==> src/rtl/rc4_sbox_ctrl.sv <==
// rc4_sbox_ctrl: sole master of the three-port RC4 S-box RAM. It fills the
// identity permutation (INIT), runs key scheduling (KSA) against an internal
// key file, then streams keystream bytes (PRGA) over a valid/ready handshake.
module rc4_sbox_ctrl #(
    parameter  int KEY_MAX_LEN = 32,
    localparam int KIW         = $clog2(KEY_MAX_LEN)
) (
    input  logic           clk,
    input  logic           rst_n,
    // key file load port, IDLE only
    input  logic           key_wr,
    input  logic [KIW-1:0] key_waddr,
    input  logic [7:0]     key_wdata,
    input  logic [KIW:0]   key_len,
    // control
    input  logic           start,
    input  logic           abort,
    output logic           busy,
    output logic           ks_mode,
    // keystream stream
    output logic           ks_valid,
    input  logic           ks_ready,
    output logic [7:0]     ks_data,
    // S-box RAM ports
    output logic [7:0]     sb_raddr_1,
    input  logic [7:0]     sb_rdata_1,
    output logic [7:0]     sb_waddr_2,
    output logic [7:0]     sb_wdata_2,
    output logic           sb_wen_2,
    output logic [7:0]     sb_addr_3,
    output logic [7:0]     sb_wdata_3,
    output logic           sb_wen_3,
    input  logic [7:0]     sb_rdata_3
);

    typedef enum logic [3:0] {
        S_IDLE,
        S_INIT,
        S_KSA_A,
        S_KSA_B,
        S_KSA_C,
        S_KSA_W,
        S_P_A,
        S_P_B,
        S_P_C,
        S_P_W,
        S_P_K,
        S_P_O,
        S_OUT
    } state_t;

    localparam logic [KIW:0]   KLEN_MAX    = (KIW+1)'(KEY_MAX_LEN);
    localparam logic [KIW-1:0] KIDX_LAST   = KIW'(KEY_MAX_LEN - 1);

    state_t         state;
    state_t         state_nxt;

    logic [7:0]     n;        // INIT fill counter
    logic [7:0]     i;
    logic [7:0]     j;
    logic [7:0]     t;        // PRGA output index
    logic [7:0]     si;       // S[i] captured for the swap
    logic [KIW-1:0] kidx;
    logic [KIW-1:0] klen_m1;  // last valid key index for this run
    logic [KIW:0]   klen_dec;

    logic [7:0]     key [KEY_MAX_LEN];

    assign busy     = (state != S_IDLE);
    assign klen_dec = key_len - 1'b1;

    // state register
    always_ff @(posedge clk) begin
        if (!rst_n) state <= S_IDLE;
        else        state <= state_nxt;
    end

    // next-state and RAM port drive; ports idle at zero outside their states
    always_comb begin
        state_nxt  = state;
        sb_raddr_1 = '0;
        sb_waddr_2 = '0;
        sb_wdata_2 = '0;
        sb_wen_2   = 1'b0;
        sb_addr_3  = '0;
        sb_wdata_3 = '0;
        sb_wen_3   = 1'b0;
        case (state)
            S_IDLE: begin
                if (start) state_nxt = S_INIT;
            end
            S_INIT: begin
                sb_wen_2   = 1'b1;
                sb_waddr_2 = n;
                sb_wdata_2 = n;
                if (n == 8'hFF) state_nxt = S_KSA_A;
            end
            S_KSA_A: begin
                sb_raddr_1 = i;
                state_nxt  = S_KSA_B;
            end
            S_KSA_B: state_nxt = S_KSA_C;
            S_KSA_C: begin
                sb_addr_3 = j;
                state_nxt = S_KSA_W;
            end
            S_KSA_W: begin
                // swap: S[i] <= S[j] on port 2, S[j] <= S[i] on port 3
                sb_wen_2   = 1'b1;
                sb_waddr_2 = i;
                sb_wdata_2 = sb_rdata_3;
                sb_wen_3   = 1'b1;
                sb_addr_3  = j;
                sb_wdata_3 = si;
                state_nxt  = (i == 8'hFF) ? S_P_A : S_KSA_A;
            end
            S_P_A: begin
                sb_raddr_1 = i;
                state_nxt  = S_P_B;
            end
            S_P_B: state_nxt = S_P_C;
            S_P_C: begin
                sb_addr_3 = j;
                state_nxt = S_P_W;
            end
            S_P_W: begin
                sb_wen_2   = 1'b1;
                sb_waddr_2 = i;
                sb_wdata_2 = sb_rdata_3;
                sb_wen_3   = 1'b1;
                sb_addr_3  = j;
                sb_wdata_3 = si;
                state_nxt  = S_P_K;
            end
            S_P_K: begin
                // swap committed last edge, so S[t] already reflects it
                sb_raddr_1 = t;
                state_nxt  = S_P_O;
            end
            S_P_O: state_nxt = S_OUT;
            S_OUT: begin
                if (ks_ready) state_nxt = S_P_A;
            end
            default: state_nxt = S_IDLE;
        endcase
        if (abort) state_nxt = S_IDLE;
    end

    // datapath registers: indices, swap operands and the output stream
    always_ff @(posedge clk) begin
        if (!rst_n) begin
            n        <= '0;
            i        <= '0;
            j        <= '0;
            t        <= '0;
            si       <= '0;
            kidx     <= '0;
            klen_m1  <= '0;
            ks_data  <= '0;
            ks_valid <= 1'b0;
            ks_mode  <= 1'b0;
        end else if (abort) begin
            ks_valid <= 1'b0;
            ks_mode  <= 1'b0;
        end else begin
            case (state)
                S_IDLE: begin
                    if (start) begin
                        n    <= '0;
                        i    <= '0;
                        j    <= '0;
                        kidx <= '0;
                        // zero or oversize length means use the whole file
                        if (key_len == '0 || key_len > KLEN_MAX)
                            klen_m1 <= KIDX_LAST;
                        else
                            klen_m1 <= klen_dec[KIW-1:0];
                    end
                end
                S_INIT: n <= n + 8'd1;
                S_KSA_B: begin
                    si <= sb_rdata_1;
                    j  <= j + sb_rdata_1 + key[kidx];
                end
                S_KSA_W: begin
                    kidx <= (kidx == klen_m1) ? '0 : kidx + 1'b1;
                    if (i == 8'hFF) begin
                        // PRGA pre-increments i, so it starts at 1
                        i       <= 8'd1;
                        j       <= '0;
                        ks_mode <= 1'b1;
                    end else begin
                        i <= i + 8'd1;
                    end
                end
                S_P_B: begin
                    si <= sb_rdata_1;
                    j  <= j + sb_rdata_1;
                end
                S_P_W: t <= si + sb_rdata_3;
                S_P_O: begin
                    ks_data  <= sb_rdata_1;
                    ks_valid <= 1'b1;
                end
                S_OUT: begin
                    if (ks_ready) begin
                        ks_valid <= 1'b0;
                        i        <= i + 8'd1;
                    end
                end
                default: ;
            endcase
        end
    end

    // key file: not reset, only writable while idle
    always_ff @(posedge clk) begin
        if (key_wr && state == S_IDLE) key[key_waddr] <= key_wdata;
    end

endmodule

==> config.mk <==
export PLATFORM = sky130hd
export DESIGN_NAME = rc4_sbox_ctrl
export DESIGN_NICKNAME = d
export VERILOG_FILES = /design/src/rtl/rc4_sbox_ctrl.sv
export SDC_FILE = /design/constraint.sdc
export NUM_CORES = 1
export LEC_CHECK = 0
export ABC_AREA = 1
export CORE_UTILIZATION = 47
export CTS_CLUSTER_SIZE = 16
export DETAILED_ROUTE_END_ITERATION = 12
export PLACE_DENSITY_LB_ADDON = 0.2
export SLEW_MARGIN = 0
export SYNTH_ARGS = -nofsm -noshare
export SYNTH_HDL_FRONTEND = slang
export SYNTH_SLANG_ARGS = --single-unit
==> constraint.sdc <==
create_clock -name clk -period 4.4 [get_ports clk]
set_clock_uncertainty 0.15 [all_clocks]
set_input_delay 1.32 -clock clk [delete_from_list [all_inputs] [get_ports clk]]
set_output_delay 1.32 -clock clk [all_outputs]
set_load 0.01 [all_outputs]
==> results.yml, run 1 <==
run_status:
  status: "complete, no violations"
worst_hold_path:
  holdCritStartpoint: "i[2]$_SDFFE_PN0P_"
  worst_hold_path_type: "flip-flop to flip-flop"
timing:
  layout_setup_ws_ns: 0.1347
  hold_slack_ns: 0.2907
  slew_viol_final: 0
  fin_crit_ns: 4.265
  tns_ns: 0
  setup_viol: 0
  relSlewSlack: 0.4198
  finalHoldViolCount: 0
  max_freq_mhz: 234.4
  worstMarginPinSlew_ns: 0.8676
  period_share: 0.9694
final_layout:
  mostFrequentLayoutCells: "edfxtp_1, nor2_1, o21ai_0"
  layout-drive-gt1-share: 0.09371
  area_delta_synth_final_pct: 19.70
  design_area_mm2: 0.01720
  mostFrequentLayoutCell: "edfxtp_1"
  num_antenna_cells: 0
  n_fill_cell: 2522
  fin_nets: 1604
die:
  io-pin-count: 94
  dieArea_mm2: 0.03128
  coreArea_mm2: 0.02987
  die_h_um: 176.9
  rows: 63
  start_util: 0.4811
  die_x_um: 176.9
synthesis:
  yosysTopAreaCellShare: 0.5349
  synth_enable_flop_cells: 256
  ys_top_cells_by_area: "edfxtp_1, dfxtp_1, o21ai_0"
  syn_area_mm2: 0.01437
  yosysWarnings: 0
  synth-seq-cells: 325
  synth_flop_cell: "edfxtp_1"
  synth_cell_types: 45
  synthArstFlopShare: 0
  synth.avg_cell_area_um2: 10.26
  netlist_instances: 1401
  syn_nets: 1471
  synth-seq-area-share: 0.6310
  synth_top_area_cell: "edfxtp_1"
grt:
  grt_use_met1: 0.3290
  met2_usage: 0.3820
  grt_use_met3: 0.03286
  grt-ovfl-total: 0
  grt_max_degree: 71
  top_usage_layer: "met2"
  grtUsageTotal: 0.2382
  grt_pass1_wl_mm: 56.70
  grt_antenna_before_repair: 0
  grt_pass1_vias: 10200
clock_tree:
  htreeDepth: 2
  ctsHoldBuffers: 0
  cts_tree: "done"
  clk_path_buf_depth: 3
  cts.sinks: 325
  numCtsBuffers: 36
  clk_pin_slew_ns: 0.06
  insertion_delay_ns: 0.51
  clock-root-buffer: "clkbuf_16"
place:
  port_buffers: 93
  preCtsSetupSlack_ns: 0.01895
  gp_congestion: 0.8816
  dpl.hpwl_mm: 24.04
  placed_area_mm2: 0.01608
drt:
  wl_mm: 36.92
  drtPass1Iterations: 5
  first_iter_violations: 777
  drc: 0
  via_per_inst: 5.592
  detail_route.wl_per_cell_um: 18.95
  vias: 10890
  drtAntennaViolNets: 0
worst_setup_path:
  cp.arrival_ns: 2.80
  end_kind: "output port"
  crit_path_max_fanout: 17
  cp.required_ns: 2.93
  critPathLaunchType: "flip-flop"
  setup.worst_path.start: "state[0]$_SDFFE_PP0P_"
  path_class: "flip-flop to output port"
pwr:
  p_leak_nw: 6.241
  power.density_mw_per_mm2: 384.3
  irDropWorstVdd_uv: 312.4
flow_run:
  cap_violations: 0
per-layer routing:
| metal | part of all wire | up-vias |
|---|---|---|
| met5 | 0 | - |
| met4 | 0.034 | 0 |
| met3 | 0.059 | 79 |
| met2 | 0.47 | 361 |
| met1 | 0.44 | 5256 |
| li1 | - | 5198 |
per-stage QoR:
step                      power [mW]  std cells  utilization
after CTS                      6.657       1947       0.5746
final                          6.612       1948       0.5759
after floorplan                3.699       1401            -
after global placement         3.883       1885       0.5383
after global routing           6.840       1948       0.5759
after detailed placement       3.893       1885       0.5383
worst paths after layout:
check                                         end  slack [ns]  cells past startpoint
worst max-delay path                sb_waddr_2[3]        0.13                      8
worst min-delay path            i[2]$_SDFFE_PN0P_        0.29                      1
worst max register to register  j[6]$_SDFFE_PN0P_        0.67                     16
worst min register to register  i[2]$_SDFFE_PN0P_        0.29                      1
synth_stat cells, types with 2 or more instances:
cell type / count
a211oi_1: 5
nor2_2: 5
a21oi_1: 59
clkbuf_1: 48
dfxtp_1: 69
buf_2: 10
edfxtp_1: 256
nor2_1: 223
nand3_1: 94
nand2_1: 162
or2_2: 3
nor3_2: 3
nand2_2: 3
inv_1: 116
buf_1: 2
fa_1: 3
xnor2_1: 7
o21ai_0: 172
nor3_1: 7
nand4_1: 3
a31oi_1: 9
xor2_1: 16
o211ai_1: 4
ha_1: 26
o221ai_1: 23
o21ai_1: 4
o22ai_1: 38
inv_2: 7
o21ai_2: 3
a32oi_1: 5
nor2_4: 2
flip-flops by register name (all words and copies together), names as in the netlist, named ones only:
register / cells
i: 8
ks_mode: 1
ks_valid: 1
si: 8
kidx: 5
t: 8
ks_data: 8
state: 4
n: 8
klen_m1: 5
key: 256
j: 8
final cells by class:
type / instances / area (um2) / area share
Clock buffer: 43 / 969.7 / 0.05636
Clock inverter: 19 / 115.1 / 0.006691
Inverter: 125 / 476.7 / 0.02771
Multi-Input combinational cell: 891 / 4608 / 0.2679
Sequential cell: 325 / 9075 / 0.5275
Tap cell: 390 / 488.0 / 0.02836
Timing Repair Buffer: 155 / 1471 / 0.08553
timing repair:
item,in CTS,in global routing
resized for setup,0,5
setup endpoints to repair,0,14
setup buffers,0,1
critical path, cell delays in order, from the launching register on:
cell	delay, ns
dfxtp_1	0.47
nand2_1	0.22
nor3_4	0.23
inv_1	0.11
nand2_2	0.19
clkinvlp_4	0.14
buf_12	0.16
o21ai_0	0.18
clkdlybuf4s50_1	0.57
power by group:
group	switching (mW)	internal, mW
Combinational	0.314	0.166
Clock	1.16	1.62
Sequential	0.0149	3.34
Total	1.49	5.13
cells by family after synthesis:
group                    synth area share
XOR/XNOR                          0.01402
adder cells (fa/ha/maj)           0.02681
AND/OR/NAND/NOR                    0.1482
flip-flops                         0.6310
buffers and inverters             0.04936
AO/OA/AOI/OAI                      0.1307
Power figures use the tool's default switching activity.
==> run 2: changes to the inputs <==
--- a/config.mk
+++ b/config.mk
@@ -6,9 +6,10 @@
 export NUM_CORES = 1
 export LEC_CHECK = 0
 export ABC_AREA = 1
-export CORE_UTILIZATION = 47
+export CORE_UTILIZATION = 55
 export CTS_CLUSTER_SIZE = 16
 export DETAILED_ROUTE_END_ITERATION = 12
+export GPL_TIMING_DRIVEN = 0
 export PLACE_DENSITY_LB_ADDON = 0.2
 export SLEW_MARGIN = 0
 export SYNTH_ARGS = -nofsm -noshare
==> run 2 against run 1 <==
Against the previous run:
- clock power up 4%
- register-to-register slack worse by 0.40 ns
- critical endpoint is now sb_waddr_2[6]
- highest routed layer unchanged
- flip-flop and latch count unchanged
==> results.yml, run 2 (same netlist as run 1, synthesis figures left out) <==
clock_tree:
  cts_tree: "done"
  post-cts-setup-buffers: 0
  clk_pin_slew_ns: 0.06
  ctsResizeCount: 2
  clock-root-buffer: "clkbuf_16"
  numCtsBuffers: 35
  clk_path_buf_depth: 3
  ctsHoldBuffers: 0
  insertion_delay_ns: 0.52
  htreeDepth: 2
  cts.sinks: 325
final_layout:
  mostFrequentLayoutCells: "edfxtp_1, nor2_1, o21ai_0"
  layout-drive-gt1-share: 0.07336
  n_fill_cell: 1924
  area_delta_synth_final_pct: 17.51
  design_area_mm2: 0.01689
  largest_reg_flops: 256
  regArea_mm2: 0.009071
  fin_util: 0.6649
  num_antenna_cells: 0
  fin_nets: 1599
  regMostFlops: "key"
  multi_input_area_mm2: 0.004614
  mostFrequentLayoutCell: "edfxtp_1"
run_status:
  status: "complete, no violations"
drt:
  wl_met2_mm: 18.70
  drc: 0
  met3_length_mm: 4.965
  drtAntennaViolNets: 0
  detail_route.wl_per_cell_um: 21.97
  vias: 11360
  wl_met1_mm: 16.21
  first_iter_violations: 1480
  drtPass1Iterations: 5
  wl_mm: 41.39
  via_per_inst: 6.027
  highest_layer: "met4"
grt:
  grt-ovfl-total: 0
  grt_pass1_wl_mm: 61.25
  grt_antenna_before_repair: 1
  grtUsageTotal: 0.3123
  grt_pass1_vias: 10760
  grt_max_degree: 33
place:
  placed_area_mm2: 0.01572
  port_buffers: 93
  preCtsSetupSlack_ns: -0.1523
  gp_congestion: 0.9177
  dpl.hpwl_mm: 28.36
timing:
  max_freq_mhz: 238.9
  layout_setup_ws_ns: 0.2145
  setup_viol: 0
  finalHoldViolCount: 0
  fin_crit_ns: 4.185
  slew_viol_final: 0
  relSlewSlack: 0.09180
  worstMarginPinSlew_ns: 1.358
  period_share: 0.9512
pwr:
  total_power_mw: 6.764
  irDropWorstVdd_uv: 335.1
  p_leak_nw: 6.069
  power.density_mw_per_mm2: 400.5
worst_setup_path:
  critPathLaunchType: "flip-flop"
  critical_path.max_stage_delay_ns: 0.55
  path_cells: "inv_1 > nor2_4 > inv_1 > nor2_1 > inv_1 > nand2_2 > inv_1 > buf_2 > o21ai_0 > clkdlybuf4s50_1"
  path_class: "flip-flop to output port"
  crit_top_cell: "inv_1"
  cpMaxStageDelayCell: "clkdlybuf4s50_1"
  cp.arrival_ns: 2.72
  end_kind: "output port"
  cp.required_ns: 2.93
  crit_path_max_fanout: 10
flow_run:
  cap_violations: 0
die:
  io-pin-count: 94
  coreArea_mm2: 0.02540
  die_x_um: 163.7
  rows: 58
  die_h_um: 163.7
  start_util: 0.5659
  dieArea_mm2: 0.02678
worst_hold_path:
  worst_hold_path_type: "flip-flop to flip-flop"
## run 2: routing by layer
layer | up-vias | track usage
li1 | 5181 | -
met1 | 5383 | 0.4260
met2 | 676 | 0.4846
met3 | 115 | 0.07136
met4 | 0 | 0.1246
met5 | - | 0
## run 2: worst max-delay path, delay by kind of cell (launching register included)
| kind | cells | cell delay [ns] |
|---|---|---|
| AOI/OAI and AO/OA | 1 | 0.16 |
| buffers and inverters | 6 | 1.21 |
| DFF | 1 | 0.38 |
| and+or+nand+nor | 3 | 0.44 |
## run 2: path summary, 6_finish.rpt
path / to / slack (ns) / start / cells after the start
hold / removal: i[2]$_SDFFE_PN0P_ / 0.30 / i[2]$_SDFFE_PN0P_ / 1
setup reg to reg: j[6]$_SDFFE_PN0P_ / 0.27 / flip-flop / 18
setup / recovery: sb_waddr_2[6] / 0.21 / state[3]$_SDFFE_PP0P_ / 10
hold reg to reg: i[2]$_SDFFE_PN0P_ / 0.30 / i[2]$_SDFFE_PN0P_ / 1
## run 2: through the flow
step | TNS [ns] | hold slack, ns | std cells
after global placement | -0.07921 | 0.2765 | 1824
after detailed placement | -0.1523 | 0.2894 | 1824
after floorplan | 0 | 0.2620 | 1401
after global routing | -0.001469 | 0.3302 | 1884
final | 0 | 0.3027 | 1884
after CTS | 0 | 0.3022 | 1886
## run 2: cell type report
type,count,share of cell area
Sequential cell,325,0.5371
Multi-Input combinational cell,891,0.2732
Timing Repair Buffer,93,0.05512
Clock buffer,41,0.05505
Inverter,125,0.02793
Tap cell,330,0.02445
Buffer,58,0.01511
Clock inverter,21,0.01200
## run 2: report_power, final
group / leakage, nW / switching (mW) / internal, mW
Clock: 0.549 / 1.20 / 1.70
Combinational: 2.65 / 0.354 / 0.159
Sequential: 2.86 / 0.0136 / 3.34
Total: 6.07 / 1.57 / 5.20
